<file path="config.mk">
export PLATFORM = sky130hd
export DESIGN_NAME = stopwatch_ctrl
export DESIGN_NICKNAME = d
export VERILOG_FILES = /design/src/rtl/stopwatch_pkg.sv /design/src/rtl/stopwatch_ctrl_key_debounce.sv /design/src/rtl/stopwatch_ctrl.sv
export SDC_FILE = /design/constraint.sdc
export NUM_CORES = 1
export LEC_CHECK = 0
export CELL_PAD_IN_SITES_DETAIL_PLACEMENT = 1
export CELL_PAD_IN_SITES_GLOBAL_PLACEMENT = 2
export CORE_ASPECT_RATIO = 1.75
export CORE_UTILIZATION = 42
export DETAILED_ROUTE_END_ITERATION = 8
export PLACE_DENSITY_LB_ADDON = 0.1
export SYNTH_ARGS = -nofsm -noshare
export SYNTH_HDL_FRONTEND = slang
export SYNTH_SLANG_ARGS = --single-unit
export TNS_END_PERCENT = 20
</file>
<file path="constraint.sdc">
create_clock -name clk -period 6.4 [get_ports clk]
set_clock_uncertainty 0.1 [all_clocks]
set_input_delay 1.28 -clock clk [delete_from_list [all_inputs] [get_ports clk]]
set_output_delay 1.28 -clock clk [all_outputs]
set_load 0.01 [all_outputs]
</file>
<file path="src/rtl/stopwatch_pkg.sv">
// Shared types and default constants for the stopwatch control sequencer.
// Optional long-press clear is enabled by defining STOPWATCH_LONGPRESS_CLEAR_EN.
package stopwatch_pkg;

   typedef enum logic [1:0] {
      IDLE  = 2'd0,
      RUN   = 2'd1,
      PAUSE = 2'd2
   } sw_state_t;

   localparam int SAMPLE_DIV_DEF        = 62500;
   localparam int DEBOUNCE_SAMPLES_DEF  = 20;
   localparam int TICK_DIV_DEF          = 500000;
   localparam int LONGPRESS_SAMPLES_DEF = 1600;

   // Bits needed for a counter running 0..n-1, never less than one.
   function automatic int cnt_width(input int n);
      return (n > 2) ? $clog2(n) : 1;
   endfunction

   localparam int SAMPLE_W_DEF    = cnt_width(SAMPLE_DIV_DEF);
   localparam int DEBOUNCE_W_DEF  = cnt_width(DEBOUNCE_SAMPLES_DEF);
   localparam int TICK_W_DEF      = cnt_width(TICK_DIV_DEF);
   localparam int LONGPRESS_W_DEF = cnt_width(LONGPRESS_SAMPLES_DEF);

endpackage

</file>
<file path="src/rtl/stopwatch_ctrl_key_debounce.sv">
// Key conditioner: 2-flop synchroniser, strobe-sampled debouncer and press pulse.
// A new level needs one changed sample followed by DEBOUNCE_SAMPLES equal samples.
module key_debounce
   import stopwatch_pkg::*;
#(
   parameter int DEBOUNCE_SAMPLES = DEBOUNCE_SAMPLES_DEF
) (
   input  logic clk,
   input  logic rst,
   input  logic strobe,
   input  logic key,
   output logic level,
   output logic press
);

   localparam int CW = cnt_width(DEBOUNCE_SAMPLES);
   localparam logic [CW-1:0] STABLE_LAST = CW'(DEBOUNCE_SAMPLES - 1);

   logic            sync1_r;
   logic            sync2_r;
   logic            candidate_r;
   logic            level_d_r;
   logic [CW-1:0]   stable_cnt_r;

   // Bring the raw key into the clock domain
   always_ff @(posedge clk or posedge rst) begin
      if (rst) begin
         sync1_r <= 1'b1;
         sync2_r <= 1'b1;
      end else begin
         sync1_r <= key;
         sync2_r <= sync1_r;
      end
   end

   // Candidate tracking and level acceptance on each sample strobe
   always_ff @(posedge clk or posedge rst) begin
      if (rst) begin
         candidate_r  <= 1'b1;
         stable_cnt_r <= {CW{1'b0}};
         level        <= 1'b1;
         level_d_r    <= 1'b1;
      end else begin
         level_d_r <= level;
         if (strobe) begin
            if (sync2_r != candidate_r) begin
               candidate_r  <= sync2_r;
               stable_cnt_r <= {CW{1'b0}};
            end else if (stable_cnt_r == STABLE_LAST) begin
               level        <= candidate_r;
               stable_cnt_r <= {CW{1'b0}};
            end else begin
               stable_cnt_r <= stable_cnt_r + CW'(1);
            end
         end
      end
   end

   assign press = level_d_r & ~level;

endmodule

</file>
<file path="src/rtl/stopwatch_ctrl.sv">
// Stopwatch control sequencer: key debouncing, IDLE/RUN/PAUSE FSM, 10 ms tick, clear/freeze.
// Define STOPWATCH_LONGPRESS_CLEAR_EN for the long-hold-in-PAUSE clear.
module stopwatch_ctrl
   import stopwatch_pkg::*;
#(
   parameter int SAMPLE_DIV       = SAMPLE_DIV_DEF,
   parameter int DEBOUNCE_SAMPLES = DEBOUNCE_SAMPLES_DEF,
   parameter int TICK_DIV         = TICK_DIV_DEF
`ifdef STOPWATCH_LONGPRESS_CLEAR_EN
   , parameter int LONGPRESS_SAMPLES = LONGPRESS_SAMPLES_DEF
`endif
) (
   input  logic clk,
   input  logic rst,
   input  logic key_reset,
   input  logic key_start_pause,
   input  logic key_display_stop,
   output logic count_tick,
   output logic count_clear,
   output logic display_load,
   output logic led_run,
   output logic led_pause,
   output logic led_freeze,
   output logic led_key
);

   localparam int SW = cnt_width(SAMPLE_DIV);
   localparam int TW = cnt_width(TICK_DIV);
   localparam logic [SW-1:0] SAMPLE_LAST = SW'(SAMPLE_DIV - 1);
   localparam logic [TW-1:0] TICK_LAST   = TW'(TICK_DIV - 1);

   logic [SW-1:0] sample_cnt_r;
   logic          strobe_s;
   logic          reset_level_unused;
   logic          display_level_unused;
   logic          start_level_s;
   logic          reset_press_s;
   logic          start_press_s;
   logic          display_press_s;
   logic          clear_ev_s;
   logic          start_ev_s;
   sw_state_t     state_r;
   sw_state_t     state_nx_s;
   logic          freeze_r;
   logic          freeze_nx_s;
   logic [TW-1:0] tick_cnt_r;
   logic [TW-1:0] tick_nx_s;
   logic          tick_fire_s;
   logic          clear_nx_s;

   // Free-running key sample strobe divider
   always_ff @(posedge clk or posedge rst) begin
      if (rst) begin
         sample_cnt_r <= {SW{1'b0}};
      end else if (strobe_s) begin
         sample_cnt_r <= {SW{1'b0}};
      end else begin
         sample_cnt_r <= sample_cnt_r + SW'(1);
      end
   end

   assign strobe_s = (sample_cnt_r == SAMPLE_LAST);

   key_debounce #(.DEBOUNCE_SAMPLES(DEBOUNCE_SAMPLES)) u_key_reset (
      .clk(clk), .rst(rst), .strobe(strobe_s), .key(key_reset),
      .level(reset_level_unused), .press(reset_press_s)
   );

   key_debounce #(.DEBOUNCE_SAMPLES(DEBOUNCE_SAMPLES)) u_key_start (
      .clk(clk), .rst(rst), .strobe(strobe_s), .key(key_start_pause),
      .level(start_level_s), .press(start_press_s)
   );

   key_debounce #(.DEBOUNCE_SAMPLES(DEBOUNCE_SAMPLES)) u_key_display (
      .clk(clk), .rst(rst), .strobe(strobe_s), .key(key_display_stop),
      .level(display_level_unused), .press(display_press_s)
   );

`ifdef STOPWATCH_LONGPRESS_CLEAR_EN
   localparam int LW = cnt_width(LONGPRESS_SAMPLES);
   localparam logic [LW-1:0] LP_LAST = LW'(LONGPRESS_SAMPLES - 1);

   logic          lp_armed_r;
   logic [LW-1:0] lp_cnt_r;
   logic          long_ev_s;
   logic          resume_ev_s;

   // A start press in PAUSE is held back until release or a long hold
   assign long_ev_s   = lp_armed_r && strobe_s && !start_level_s && (lp_cnt_r == LP_LAST);
   assign resume_ev_s = lp_armed_r && start_level_s;
   assign clear_ev_s  = reset_press_s || long_ev_s;
   assign start_ev_s  = (start_press_s && (state_r != PAUSE)) || resume_ev_s;

   // Long-press hold timer
   always_ff @(posedge clk or posedge rst) begin
      if (rst) begin
         lp_armed_r <= 1'b0;
         lp_cnt_r   <= {LW{1'b0}};
      end else if (clear_ev_s || resume_ev_s) begin
         lp_armed_r <= 1'b0;
         lp_cnt_r   <= {LW{1'b0}};
      end else if (start_press_s && (state_r == PAUSE)) begin
         lp_armed_r <= 1'b1;
         lp_cnt_r   <= {LW{1'b0}};
      end else if (lp_armed_r && strobe_s) begin
         lp_cnt_r   <= lp_cnt_r + LW'(1);
      end else begin
         lp_cnt_r   <= lp_cnt_r;
      end
   end
`else
   assign clear_ev_s = reset_press_s;
   assign start_ev_s = start_press_s;
`endif

   // Next state, freeze, prescaler and output pulses
   always_comb begin
      state_nx_s  = state_r;
      freeze_nx_s = freeze_r;
      tick_nx_s   = tick_cnt_r;
      clear_nx_s  = 1'b0;
      case (state_r)
         RUN:     tick_nx_s = (tick_cnt_r == TICK_LAST) ? {TW{1'b0}} : tick_cnt_r + TW'(1);
         PAUSE:   tick_nx_s = tick_cnt_r;
         default: tick_nx_s = {TW{1'b0}};
      endcase
      if (clear_ev_s) begin
         state_nx_s  = IDLE;
         freeze_nx_s = 1'b0;
         tick_nx_s   = {TW{1'b0}};
         clear_nx_s  = 1'b1;
      end else begin
         if (start_ev_s) begin
            case (state_r)
               IDLE:    state_nx_s = RUN;
               RUN:     state_nx_s = PAUSE;
               PAUSE:   state_nx_s = RUN;
               default: state_nx_s = IDLE;
            endcase
         end else begin
            state_nx_s = state_r;
         end
         if (display_press_s) begin
            freeze_nx_s = ~freeze_r;
         end else begin
            freeze_nx_s = freeze_r;
         end
      end
      // Registered so the tick lands in the cycle where the prescaler shows its last value
      tick_fire_s = (state_nx_s == RUN) && (tick_nx_s == TICK_LAST);
   end

   // State and registered outputs
   always_ff @(posedge clk or posedge rst) begin
      if (rst) begin
         state_r      <= IDLE;
         freeze_r     <= 1'b0;
         tick_cnt_r   <= {TW{1'b0}};
         count_tick   <= 1'b0;
         count_clear  <= 1'b0;
         display_load <= 1'b1;
         led_run      <= 1'b0;
         led_pause    <= 1'b0;
         led_freeze   <= 1'b0;
         led_key      <= 1'b0;
      end else begin
         state_r      <= state_nx_s;
         freeze_r     <= freeze_nx_s;
         tick_cnt_r   <= tick_nx_s;
         count_tick   <= tick_fire_s;
         count_clear  <= clear_nx_s;
         display_load <= ~freeze_nx_s;
         led_run      <= (state_nx_s == RUN);
         led_pause    <= (state_nx_s == PAUSE);
         led_freeze   <= freeze_nx_s;
         led_key      <= ~start_level_s;
      end
   end

endmodule

</file>
==> impl_metrics.prom, run 1 <==
# TYPE chip_impl_metric gauge
chip_impl_metric{name="max_cap_violations",unit=""} 0
chip_impl_metric{name="final.period_utilization",unit="%"} 53.2
chip_impl_metric{name="drtAntennaViolNets",unit=""} 0
chip_impl_metric{name="multiInputGateArea",unit="µm²"} 1830
chip_impl_info{name="crit_path_start_kind",value="register"} 1
chip_impl_metric{name="postSynth.asyncResetShare",unit="%"} 100
chip_impl_metric{name="timing.critical_path.required",unit="ns"} 6.57
chip_impl_metric{name="final.min_clock_period",unit="ns"} 3.40
chip_impl_metric{name="row_count",unit=""} 45
chip_impl_metric{name="layout.cell_area.non_filler",unit="µm²"} 4320
chip_impl_metric{name="wl_met3",unit="µm"} 179
chip_impl_metric{name="path_depth_of_the_worst_reg2reg_path",unit=""} 7
chip_impl_metric{name="cts_repair_resize_count",unit=""} 0
chip_impl_metric{name="ir_drop",unit="mV"} 0.188
chip_impl_metric{name="fin_tns_setup",unit="ns"} 0
chip_impl_info{name="hold_path.startpoint",value="u_key_display.sync1_r$_DFF_PP1_"} 1
chip_impl_metric{name="grt_first_pass_wirelength",unit="µm"} 16300
chip_impl_metric{name="clk_path_buf_depth",unit=""} 2
chip_impl_metric{name="start_util",unit="%"} 43.7
chip_impl_metric{name="clock-sinks",unit=""} 74
chip_impl_metric{name="timing_hold_violations_final",unit=""} 0
chip_impl_metric{name="track_usage",unit="%"} 22.9
chip_impl_metric{name="antenna_found_initial",unit=""} 0
chip_impl_metric{name="power.density_cell_area",unit="nW/µm²"} 226
chip_impl_info{name="setup.worst_path.end_class",value="register"} 1
chip_impl_metric{name="dpl_cell_area",unit="µm²"} 4030
chip_impl_metric{name="io_buffer_count",unit=""} 11
chip_impl_info{name="mostFrequentLayoutCell",value="dfrtp_1"} 1
chip_impl_metric{name="hold_bufs_at_cts",unit=""} 0
chip_impl_metric{name="globalplace.congestion",unit=""} 0.856
chip_impl_metric{name="synth-warning-count",unit=""} 0
chip_impl_metric{name="n_fill_cell",unit=""} 1008
chip_impl_metric{name="drive_gt1_share",unit="%"} 10.4
chip_impl_metric{name="die_h",unit="µm"} 128
chip_impl_metric{name="detailroute.via_count",unit=""} 3072
chip_impl_metric{name="count_of_different_cell_masters_after_synthesis",unit=""} 60
chip_impl_metric{name="top_level_port_count",unit=""} 12
chip_impl_metric{name="core",unit="µm²"} 8780
chip_impl_metric{name="synth_fp_nets",unit=""} 419
chip_impl_metric{name="clkSlewWorstSetupHoldPaths",unit="ns"} 0.06
chip_impl_metric{name="setup_viol",unit=""} 0
chip_impl_metric{name="cts.htree.levels",unit=""} 3
chip_impl_metric{name="die_area",unit="µm²"} 9530
chip_impl_metric{name="net_count_of_the_finished_layout",unit=""} 424
chip_impl_info{name="layout_common_cells",value="dfrtp_1 (58), nand2_1 (45), nor2_1 (38), nand3_1 (21), o21ai_0 (19)"} 1
chip_impl_metric{name="setup.reg_to_reg.worst_slack",unit="ns"} 3.00
chip_impl_metric{name="place_hpwl",unit="µm"} 6950
chip_impl_info{name="setup_repair_after_global_routing_missed_its_margin",value="no"} 1
chip_impl_info{name="r2r_start",value="state_r[1]$_DFF_PP0_"} 1
chip_impl_info{name="status",value="finished, final reports clean"} 1
chip_impl_metric{name="drt_drc_violations_left",unit=""} 0
chip_impl_info{name="timing.setup.critical_path_class",value="register to register"} 1
chip_impl_metric{name="largest_net_degree_at_the_start_of_global_routing",unit=""} 75
chip_impl_metric{name="grt_pass1_vias",unit=""} 3343
chip_impl_metric{name="detailroute.wirelength.met2",unit="µm"} 5520
chip_impl_metric{name="die_x",unit="µm"} 74.2
chip_impl_info{name="hold_end",value="u_key_display.sync2_r$_DFF_PP1_"} 1
chip_impl_info{name="synth_top_flop_cell",value="dfrtp_1"} 1
chip_impl_metric{name="slew_headroom",unit="%"} 29.0
chip_impl_metric{name="worst_pin_slew",unit="ns"} 1.07
chip_impl_metric{name="number_of_flops_mapped_to_enable_cells_by_yosys",unit=""} 0
chip_impl_info{name="top_layer_used",value="met4"} 1
chip_impl_metric{name="cts_inserted_buffers",unit=""} 9
chip_impl_metric{name="avg_vias_per_cell",unit=""} 5.77
chip_impl_info{name="worst_hold_path_type",value="register to register"} 1
chip_impl_metric{name="routedLengthMet1",unit="µm"} 3810
chip_impl_metric{name="synth_register_bits",unit=""} 74
chip_impl_metric{name="p_leak",unit="nW"} 1.75
chip_impl_metric{name="postCtsSetupRepairBufs",unit=""} 0
chip_impl_metric{name="crit_path_max_fanout",unit=""} 23
chip_impl_metric{name="hold_depth",unit=""} 0
chip_impl_info{name="ctsRootBufferMaster",value="clkbuf_16"} 1
chip_impl_info{name="rr_endpoint",value="count_tick$_DFF_PP0_"} 1
chip_impl_metric{name="synthesis.area",unit="µm²"} 3830
chip_impl_metric{name="synth_cells",unit=""} 405
chip_impl_metric{name="area_growth",unit="%"} 12.8
chip_impl_metric{name="sequential_cell_area",unit="µm²"} 1870
chip_impl_metric{name="arrival",unit="ns"} 3.58
chip_impl_metric{name="antennaDiodeCount",unit=""} 0
chip_impl_metric{name="detail_route.wirelength",unit="µm"} 9770
chip_impl_metric{name="clkLatencyLatePin",unit="ns"} 0.34
chip_impl_metric{name="yosysSeqAreaShare",unit="%"} 48.8
chip_impl_metric{name="first_iter_violations",unit=""} 158
chip_impl_info{name="cts_tree",value="built"} 1
chip_impl_metric{name="timing.fmax",unit="MHz"} 294
chip_impl_metric{name="globalRoute.totalOverflow",unit=""} 0
chip_impl_metric{name="post_drt_wl_per_cell",unit="µm"} 18.4
chip_impl_metric{name="drt_pass1_iterations",unit=""} 4
chip_impl_metric{name="final_max_slew_viol_count",unit=""} 0
chip_impl_metric{name="syn_area_per_cell",unit="µm²"} 9.47
## cell families after synthesis
family | after synthesis | share of synthesized area [%]
AND/OR/NAND/NOR | 183 | 24.9
XOR/XNOR | 19 | 4.34
adder cells (fa/ha/maj) | 9 | 2.94
AO/OA/AOI/OAI | 83 | 14.9
multiplexers | 2 | 0.522
flip-flops | 74 | 48.8
buffers and inverters | 35 | 3.52
## layout make-up
class / count / area share, %
repair buffers: 13 / 2.89
clock buffers: 13 / 6.25
multi-input cells: 296 / 42.3
inverters: 16 / 1.42
clock inverters: 3 / 0.492
well taps: 117 / 3.39
flip-flops and latches: 74 / 43.3
## per-stage QoR
step / power [mW] / util, % / cells / hold slack (ns) / setup WS [ns]
3_3_place_gp: 0.497 / 45.9 / 516 / 0.245 / 3.25
6_report: 0.979 / 49.2 / 532 / 0.254 / 3.00
3_5_place_dp: 0.498 / 45.9 / 516 / 0.247 / 3.11
5_1_grt: 1.02 / 49.2 / 532 / 0.258 / 2.87
2_1_floorplan: 0.491 / - / 405 / 0.245 / 3.16
4_1_cts: 0.997 / 49.2 / 532 / 0.256 / 3.08
## worst max-delay path: stages (launching register included)
cell and delay [ns]:
dfrtp_1 0.42, inv_1 0.12, ha_1 0.72, inv_1 0.31, a21oi_1 0.90, a31oi_1 0.25, nor4bb_1 0.30, and4_1 0.22
## cell usage after synthesis (all sizes together), types with 2 or more instances
cell / n / share of area [%]
a2111oi: 2 / 0.49
a211oi: 3 / 0.72
a21o: 2 / 0.39
a21oi: 14 / 1.8
a22oi: 4 / 0.78
a311oi: 5 / 1.1
a31oi: 3 / 0.49
a41oi: 3 / 0.69
and2: 3 / 0.49
and3: 9 / 1.5
and4: 3 / 0.69
buf: 6 / 0.69
clkbuf: 13 / 1.3
dfrtp: 58 / 38
dfstp: 16 / 11
ha: 9 / 2.9
inv: 16 / 1.6
mux2i: 2 / 0.52
nand2: 45 / 4.4
nand2b: 12 / 2.0
nand3: 22 / 3.0
nand3b: 3 / 0.59
nand4: 9 / 1.6
nand4b: 2 / 0.46
nor2: 38 / 3.7
nor2b: 4 / 0.65
nor3: 10 / 1.3
nor4: 8 / 1.5
nor4bb: 2 / 0.52
o2111a: 2 / 0.59
o21a: 2 / 0.39
o21ai: 21 / 2.7
o22ai: 2 / 0.33
o311a: 2 / 0.52
o311ai: 2 / 0.46
o31ai: 10 / 2.0
or2: 5 / 0.82
or4: 4 / 0.88
xnor2: 11 / 2.5
xor2: 8 / 1.8
## per-layer routing
| layer | track usage (%) | vias up |
|---|---|---|
| met5 | 0 | - |
| met4 | 9.32 | 0 |
| met3 | 4.46 | 21 |
| met2 | 42.5 | 42 |
| met1 | 24.6 | 1544 |
| li1 | - | 1465 |
## worst max-delay path by stage
| stage | cells after the start | start | to |
|---|---|---|---|
| 4_1_cts | 7 | state_r[1]$_DFF_PP0_ | count_tick$_DFF_PP0_ |
| 3_5_place_dp | 7 | state_r[1]$_DFF_PP0_ | count_tick$_DFF_PP0_ |
| 3_3_place_gp | 7 | state_r[1]$_DFF_PP0_ | count_tick$_DFF_PP0_ |
| 6_report | 7 | state_r[1]$_DFF_PP0_ | count_tick$_DFF_PP0_ |
| 5_1_grt | 7 | state_r[1]$_DFF_PP0_ | count_tick$_DFF_PP0_ |
| 2_1_floorplan | 1 | rst | count_clear$_DFF_PP0_ |
## sequential cells by signal, summed over array words and instances, names as in the netlist, 2 cells and up
signal                      flops
tick_cnt_r                     19
sample_cnt_r                   16
u_key_display.stable_cnt_r      5
u_key_reset.stable_cnt_r        5
u_key_start.stable_cnt_r        5
state_r                         2
## power breakdown
group          total (mW)  internal (mW)  switching, mW  leakage (nW)
Clock               0.491          0.295          0.195         0.142
Sequential          0.473          0.472        0.00164         0.957
Combinational      0.0153        0.00416         0.0111         0.646
Total               0.979          0.771          0.208          1.75
(Power assumes the default switching activity.)
==> run 2, diff against run 1 <==
- CORE_UTILIZATION: 42 -> 39
- clock period: 6.4 -> 3.3 ns (I/O delays scaled with it)
==> impl_metrics.prom, run 2 (synthesized netlist as in run 1, its figures left out) <==
# TYPE chip_impl_metric gauge
chip_impl_metric{name="clock_power_share",unit="%"} 50.7
chip_impl_info{name="crit_end",value="count_tick$_DFF_PP0_"} 1
chip_impl_metric{name="cp.buffers_inverters",unit=""} 0
chip_impl_metric{name="final_cells",unit=""} 546
chip_impl_metric{name="grt_first_pass_wirelength",unit="µm"} 16700
chip_impl_metric{name="fin_tns_setup",unit="ns"} 0
chip_impl_metric{name="largest_net_degree_at_the_start_of_global_routing",unit=""} 42
chip_impl_metric{name="detail_route.wirelength",unit="µm"} 9740
chip_impl_metric{name="crit_path_max_fanout",unit=""} 6
chip_impl_metric{name="place_hpwl",unit="µm"} 7150
chip_impl_metric{name="cts.htree.levels",unit=""} 3
chip_impl_info{name="rr_endpoint",value="count_tick$_DFF_PP0_"} 1
chip_impl_metric{name="row_count",unit=""} 47
chip_impl_metric{name="track_usage",unit="%"} 20.9
chip_impl_metric{name="start_util",unit="%"} 40.3
chip_impl_metric{name="io_buffer_count",unit=""} 11
chip_impl_metric{name="core",unit="µm²"} 9530
chip_impl_info{name="setup.worst_path.end_class",value="register"} 1
chip_impl_metric{name="globalplace.congestion",unit=""} 0.796
chip_impl_metric{name="setup_viol",unit=""} 0
chip_impl_metric{name="antennaDiodeCount",unit=""} 0
chip_impl_info{name="biggestRegsByFlops",value="tick_cnt_r x19, sample_cnt_r x16"} 1
chip_impl_metric{name="max_cap_violations",unit=""} 0
chip_impl_metric{name="postCtsSetupRepairBufs",unit=""} 0
chip_impl_metric{name="clock-sinks",unit=""} 74
chip_impl_metric{name="hold_bufs_at_cts",unit=""} 0
chip_impl_metric{name="largest_register_ff_count",unit=""} 19
chip_impl_info{name="critPathTopFamily",value="simple AND/OR/NAND/NOR gates"} 1
chip_impl_info{name="layout_common_cells",value="dfrtp_1 (58), nand2_1 (45), nor2_1 (38), nand3_1 (21), o21ai_0 (19)"} 1
chip_impl_metric{name="die_x",unit="µm"} 77.0
chip_impl_metric{name="setup.reg_to_reg.worst_slack",unit="ns"} 0.53
chip_impl_metric{name="post_drt_wl_per_cell",unit="µm"} 17.8
chip_impl_metric{name="drt_pass1_iterations",unit=""} 4
chip_impl_info{name="mostFrequentLayoutCell",value="dfrtp_1"} 1
chip_impl_info{name="worst_hold_path_type",value="register to register"} 1
chip_impl_metric{name="net_count_of_the_finished_layout",unit=""} 433
chip_impl_metric{name="drt_drc_violations_left",unit=""} 0
chip_impl_metric{name="top_level_port_count",unit=""} 12
chip_impl_metric{name="critPathMaxStageDelay",unit="ns"} 0.60
chip_impl_info{name="crit_start",value="tick_cnt_r[0]$_DFF_PP0_"} 1
chip_impl_metric{name="dp_worst_setup_slack",unit="ns"} 0.577
chip_impl_metric{name="timing.fmax",unit="MHz"} 361
chip_impl_metric{name="power.density_cell_area",unit="nW/µm²"} 437
chip_impl_metric{name="globalRoute.totalOverflow",unit=""} 0
chip_impl_metric{name="detailroute.via_count",unit=""} 3112
chip_impl_metric{name="path_depth_of_the_worst_reg2reg_path",unit=""} 7
chip_impl_metric{name="timing_hold_violations_final",unit=""} 0
chip_impl_metric{name="final.min_clock_period",unit="ns"} 2.77
chip_impl_info{name="critical_path.cell_chain",value="ha_1 > nand4_1 > or4_4 > a2111oi_1 > a211oi_2 > nor4bb_1 > and4_1"} 1
chip_impl_metric{name="sequentialPowerShare",unit="%"} 47.6
chip_impl_metric{name="final.period_utilization",unit="%"} 84.0
chip_impl_metric{name="area_growth",unit="%"} 15.2
chip_impl_metric{name="finalWorstSetupSlack",unit="ns"} 0.527
chip_impl_metric{name="slew_headroom",unit="%"} 55.4
chip_impl_metric{name="drtAntennaViolNets",unit=""} 0
chip_impl_info{name="r2r_start",value="tick_cnt_r[0]$_DFF_PP0_"} 1
chip_impl_metric{name="final_max_slew_viol_count",unit=""} 0
chip_impl_metric{name="clkSlewWorstSetupHoldPaths",unit="ns"} 0.06
chip_impl_metric{name="avg_vias_per_cell",unit=""} 5.70
chip_impl_metric{name="ir_drop",unit="mV"} 0.366
chip_impl_metric{name="timing.critical_path.depth",unit=""} 7
chip_impl_metric{name="arrival",unit="ns"} 2.94
chip_impl_metric{name="p_comb_share",unit="%"} 1.7
chip_impl_metric{name="clkLatencyLatePin",unit="ns"} 0.33
chip_impl_metric{name="antenna_found_initial",unit=""} 0
chip_impl_info{name="largest_register",value="tick_cnt_r"} 1
chip_impl_metric{name="switching_share",unit="%"} 20.8
chip_impl_metric{name="timing.critical_path.required",unit="ns"} 3.47
chip_impl_info{name="critical_path.slowest_cell",value="or4_4"} 1
chip_impl_metric{name="clk_path_buf_depth",unit=""} 2
chip_impl_metric{name="internal_power_contribution",unit="mW"} 1.53
chip_impl_info{name="cts_tree",value="built"} 1
chip_impl_metric{name="grt_pass1_vias",unit=""} 3331
chip_impl_metric{name="die_h",unit="µm"} 133
chip_impl_metric{name="cts_inserted_buffers",unit=""} 9
chip_impl_metric{name="worst_pin_slew",unit="ns"} 0.668
chip_impl_metric{name="cts_repair_resize_count",unit=""} 0
chip_impl_metric{name="first_iter_violations",unit=""} 140
chip_impl_info{name="setup_repair_after_global_routing_missed_its_margin",value="no"} 1
chip_impl_metric{name="p_leak",unit="nW"} 1.79
chip_impl_info{name="status",value="finished, final reports clean"} 1
chip_impl_info{name="timing.setup.critical_path_class",value="register to register"} 1
chip_impl_metric{name="die_area",unit="µm²"} 10200
chip_impl_metric{name="drive_gt1_share",unit="%"} 12.3
chip_impl_metric{name="post-place-cells",unit=""} 530
chip_impl_info{name="crit_path_start_kind",value="register"} 1
chip_impl_metric{name="n_fill_cell",unit=""} 1122
chip_impl_info{name="ctsRootBufferMaster",value="clkbuf_16"} 1
chip_impl_metric{name="switching_power",unit="µW"} 401
-- run 2: cell types whose count changed in the layout (fill, tap and decap cells not counted) --
cell,before,now
clkbuf_8,3,1
clkinv_2,2,3
buf_4,2,10
clkinvlp_4,1,2
buf_12,0,1
inv_6,1,0
bufinv_16,0,1
-- run 2: worst min-delay path by stage --
| stage | endpoint | cells after the start | slack [ns] | start |
|---|---|---|---|---|
| floorplan | u_key_display.sync2_r$_DFF_PP1_ | 0 | 0.25 | u_key_display.sync1_r$_DFF_PP1_ |
| global placement | u_key_start.sync2_r$_DFF_PP1_ | 0 | 0.25 | u_key_start.sync1_r$_DFF_PP1_ |
| detailed placement | u_key_display.sync2_r$_DFF_PP1_ | 0 | 0.25 | u_key_display.sync1_r$_DFF_PP1_ |
| CTS | u_key_start.sync2_r$_DFF_PP1_ | 0 | 0.26 | u_key_start.sync1_r$_DFF_PP1_ |
| global route | u_key_start.sync2_r$_DFF_PP1_ | 0 | 0.26 | u_key_start.sync1_r$_DFF_PP1_ |
| finish | u_key_start.sync2_r$_DFF_PP1_ | 0 | 0.26 | u_key_start.sync1_r$_DFF_PP1_ |
-- run 2: power groups by stage --
stage                     Clock, mW  Combinational, mW  Sequential (mW)
after floorplan                   0             0.0185            0.933
after global placement            0             0.0339            0.934
after detailed placement          0             0.0345            0.934
after CTS                      1.01             0.0344            0.918
after global routing           1.04             0.0381            0.918
final                         0.979             0.0326            0.918
-- run 2: area by class of cell --
type	instances	area (µm²)	area share, %
Timing Repair Buffer	22	205	4.65
Inverter	16	61.3	1.39
Tap cell	122	153	3.46
Clock inverter	5	55.1	1.25
Sequential cell	74	1870	42.4
Multi-Input combinational cell	296	1830	41.4
Clock buffer	11	243	5.50
-- run 2: metal layers --
| layer | up-vias | GRT usage (%) | wire length (µm) |
|---|---|---|---|
| li1 | 1485 | - | - |
| met1 | 1569 | 23.3 | 3960 |
| met2 | 36 | 38.3 | 5310 |
| met3 | 22 | 3.36 | 177 |
| met4 | 0 | 9.51 | 287 |
| met5 | - | 0 | 0 |
-- run 2: per-stage QoR --
stage | cell area (µm²) | hold slack, ns | utilization (%) | total power, mW
after global placement | 4120 | 0.246 | 43.2 | 0.968
after detailed placement | 4120 | 0.247 | 43.2 | 0.968
after global routing | 4420 | 0.260 | 46.4 | 2.00
final | 4420 | 0.256 | 46.4 | 1.93
after CTS | 4420 | 0.258 | 46.4 | 1.97
after floorplan | 3830 | 0.245 | - | 0.951
-- run 2: worst reg2reg max path, delay by kind of cell (launching register included) --
| kind | cells | cell delay (ns) |
|---|---|---|
| and+or+nand+nor | 4 | 1.30 |
| DFF | 1 | 0.46 |
| adders and majority gates | 1 | 0.28 |
| AOI/OAI and AO/OA | 2 | 0.58 |
==> run 3, diff against run 2 <==
- CORE_UTILIZATION: 39 -> 36
- clock period: 3.3 -> 2.5 ns (I/O delays scaled with it)
==> impl_metrics.prom, run 3 (synthesized netlist as in run 1, its figures left out) <==
# TYPE chip_impl_metric gauge
chip_impl_metric{name="drt_pass1_iterations",unit=""} 4
chip_impl_metric{name="cts.htree.levels",unit=""} 3
chip_impl_info{name="crit_path_start_kind",value="register"} 1
chip_impl_metric{name="grtUsageMet3",unit="%"} 3.62
chip_impl_metric{name="globalRoute.totalOverflow",unit=""} 0
chip_impl_metric{name="n_fill_cell",unit=""} 1196
chip_impl_metric{name="antennaDiodeCount",unit=""} 0
chip_impl_metric{name="largest_net_degree_at_the_start_of_global_routing",unit=""} 75
chip_impl_metric{name="postCtsSetupRepairBufs",unit=""} 0
chip_impl_info{name="timing.setup.critical_path_class",value="register to register"} 1
chip_impl_info{name="mostFrequentLayoutCell",value="dfrtp_1"} 1
chip_impl_metric{name="track_usage",unit="%"} 20.9
chip_impl_metric{name="row_count",unit=""} 49
chip_impl_metric{name="timing.fmax",unit="MHz"} 412
chip_impl_metric{name="die_area",unit="µm²"} 11100
chip_impl_metric{name="arrival",unit="ns"} 2.56
chip_impl_metric{name="cts_inserted_buffers",unit=""} 9
chip_impl_metric{name="dp_worst_setup_slack",unit="ns"} -0.110
chip_impl_metric{name="grtUsageMet1",unit="%"} 21.2
chip_impl_metric{name="antenna_found_initial",unit=""} 0
chip_impl_metric{name="detail_route.wirelength",unit="µm"} 10600
chip_impl_metric{name="clkLatencyLatePin",unit="ns"} 0.34
chip_impl_metric{name="report.power.total",unit="mW"} 2.63
chip_impl_metric{name="worst_pin_slew",unit="ns"} 0.459
chip_impl_info{name="layout_common_cells",value="dfrtp_1 (58), nand2_1 (45), nor2_1 (38), buf_4 (36), nand3_1 (21)"} 1
chip_impl_info{name="grt-busiest-layer",value="met2"} 1
chip_impl_info{name="largest_register",value="tick_cnt_r"} 1
chip_impl_info{name="ctsRootBufferMaster",value="clkbuf_16"} 1
chip_impl_metric{name="globalplace.congestion",unit=""} 0.801
chip_impl_metric{name="start_util",unit="%"} 37.2
chip_impl_metric{name="net_count_of_the_finished_layout",unit=""} 460
chip_impl_metric{name="drt_drc_violations_left",unit=""} 0
chip_impl_metric{name="post_drt_wl_per_cell",unit="µm"} 18.3
chip_impl_metric{name="clkSlewWorstSetupHoldPaths",unit="ns"} 0.06
chip_impl_metric{name="grt_use_met2",unit="%"} 38.6
chip_impl_metric{name="place_hpwl",unit="µm"} 7830
chip_impl_metric{name="grt_first_pass_wirelength",unit="µm"} 17500
chip_impl_metric{name="ir_drop",unit="mV"} 0.334
chip_impl_metric{name="post-place-cells",unit=""} 562
chip_impl_metric{name="final.min_clock_period",unit="ns"} 2.42
chip_impl_metric{name="hold_bufs_at_cts",unit=""} 0
chip_impl_metric{name="max_cap_violations",unit=""} 0
chip_impl_metric{name="drtAntennaViolNets",unit=""} 0
chip_impl_metric{name="clock-sinks",unit=""} 74
chip_impl_info{name="status",value="finished, final reports clean"} 1
chip_impl_metric{name="drive_gt1_share",unit="%"} 20.0
chip_impl_metric{name="clk_path_buf_depth",unit=""} 2
chip_impl_metric{name="p_leak",unit="nW"} 1.95
chip_impl_metric{name="io_buffer_count",unit=""} 11
chip_impl_info{name="setup.worst_path.end_class",value="register"} 1
chip_impl_metric{name="avg_vias_per_cell",unit=""} 5.60
chip_impl_metric{name="largest_register_ff_count",unit=""} 19
chip_impl_metric{name="core",unit="µm²"} 10300
chip_impl_metric{name="power.density_cell_area",unit="nW/µm²"} 558
chip_impl_metric{name="die_h",unit="µm"} 139
chip_impl_metric{name="dpl_cell_area",unit="µm²"} 4340
chip_impl_metric{name="grt_pass1_vias",unit=""} 3554
chip_impl_metric{name="layout.cell_area.non_filler",unit="µm²"} 4720
chip_impl_metric{name="area_growth",unit="%"} 23.0
chip_impl_metric{name="crit_path_max_fanout",unit=""} 2
chip_impl_metric{name="setup_viol",unit=""} 0
chip_impl_metric{name="finalWorstSetupSlack",unit="ns"} 0.0752
chip_impl_info{name="cts_tree",value="built"} 1
chip_impl_metric{name="first_iter_violations",unit=""} 137
chip_impl_metric{name="final_max_slew_viol_count",unit=""} 0
chip_impl_metric{name="slew_headroom",unit="%"} 69.3
chip_impl_metric{name="final.period_utilization",unit="%"} 97.0
chip_impl_metric{name="die_x",unit="µm"} 80.0
chip_impl_info{name="biggestRegsByFlops",value="tick_cnt_r x19, sample_cnt_r x16"} 1
chip_impl_metric{name="top_level_port_count",unit=""} 12
chip_impl_metric{name="detailroute.via_count",unit=""} 3238
chip_impl_info{name="worst_hold_path_type",value="register to register"} 1
chip_impl_metric{name="timing_hold_violations_final",unit=""} 0
chip_impl_metric{name="timing.critical_path.required",unit="ns"} 2.63
chip_impl_metric{name="final_cells",unit=""} 578
-- run 3: changes by cell type in the layout (fill, tap and decap cells not counted), moves of 2 or more --
cell,change
buf_4,+26
a21oi_1,-2
a21oi_2,+2
nor4_1,-2
nor4_2,+2
-- run 3: worst paths after layout --
| path | startpoint | endpoint | slack [ns] | depth (start not counted) |
|---|---|---|---|---|
| worst max-delay path | tick_cnt_r[11]$_DFF_PP0_ | count_tick$_DFF_PP0_ | 0.08 | 6 |
| worst min-delay path | u_key_display.sync1_r$_DFF_PP1_ | u_key_display.sync2_r$_DFF_PP1_ | 0.26 | 0 |
| worst max register to register | tick_cnt_r[11]$_DFF_PP0_ | count_tick$_DFF_PP0_ | 0.08 | 6 |
| worst min register to register | u_key_display.sync1_r$_DFF_PP1_ | u_key_display.sync2_r$_DFF_PP1_ | 0.26 | 0 |
| max in group asynchronous | rst | display_load$_DFF_PP1_ | 1.47 | 3 |
| min in group asynchronous | rst | sample_cnt_r[10]$_DFF_PP0_ | 0.44 | 3 |
-- run 3: per-layer routing --
| layer | up-vias | part of all wire (%) |
|---|---|---|
| met5 | - | 0 |
| met4 | 0 | 4.3 |
| met3 | 26 | 1.5 |
| met2 | 34 | 57 |
| met1 | 1645 | 37 |
| li1 | 1533 | - |
-- run 3: what timing repair did --
item | 4_1_cts | 5_1_grt
pin swaps | 0 | 3
endpoints found under the setup margin | 1 | 2
gates cloned | 0 | 0
resized for setup | 5 | 9
-- run 3: cell type report --
| type | count | area [µm²] | area share (%) |
|---|---|---|---|
| Multi-Input combinational cell | 296 | 1890 | 40.1 |
| Sequential cell | 74 | 1870 | 39.7 |
| Timing Repair Buffer | 49 | 420 | 8.91 |
| Clock buffer | 10 | 229 | 4.86 |
| Tap cell | 127 | 159 | 3.37 |
| Clock inverter | 6 | 82.6 | 1.75 |
| Inverter | 16 | 61.3 | 1.30 |
-- run 3: through the flow --
step | hold WS, ns | setup TNS (ns) | util, %
detailed placement | 0.247 | -0.110 | 42.1
finish | 0.256 | 0 | 45.8
global placement | 0.246 | -0.0564 | 42.1
CTS | 0.257 | 0 | 45.3
global route | 0.259 | -0.0318 | 45.8
floorplan | 0.245 | 0 | -
-- run 3: worst max-delay path, cell delays in order (launching register included) --
cell and delay, ns:
dfrtp_1 0.40, or4b_4 0.54, or4_4 0.56, o2111a_1 0.27
a211oi_2 0.18, nor4bb_1 0.08, and4_1 0.18
-- run 3: report_power, final --
group | switching [mW] | internal (mW) | leakage, nW
Combinational | 0.0294 | 0.0130 | 0.843
Sequential | 0.00457 | 1.21 | 0.957
Clock | 0.510 | 0.869 | 0.152
Total | 0.543 | 2.09 | 1.95
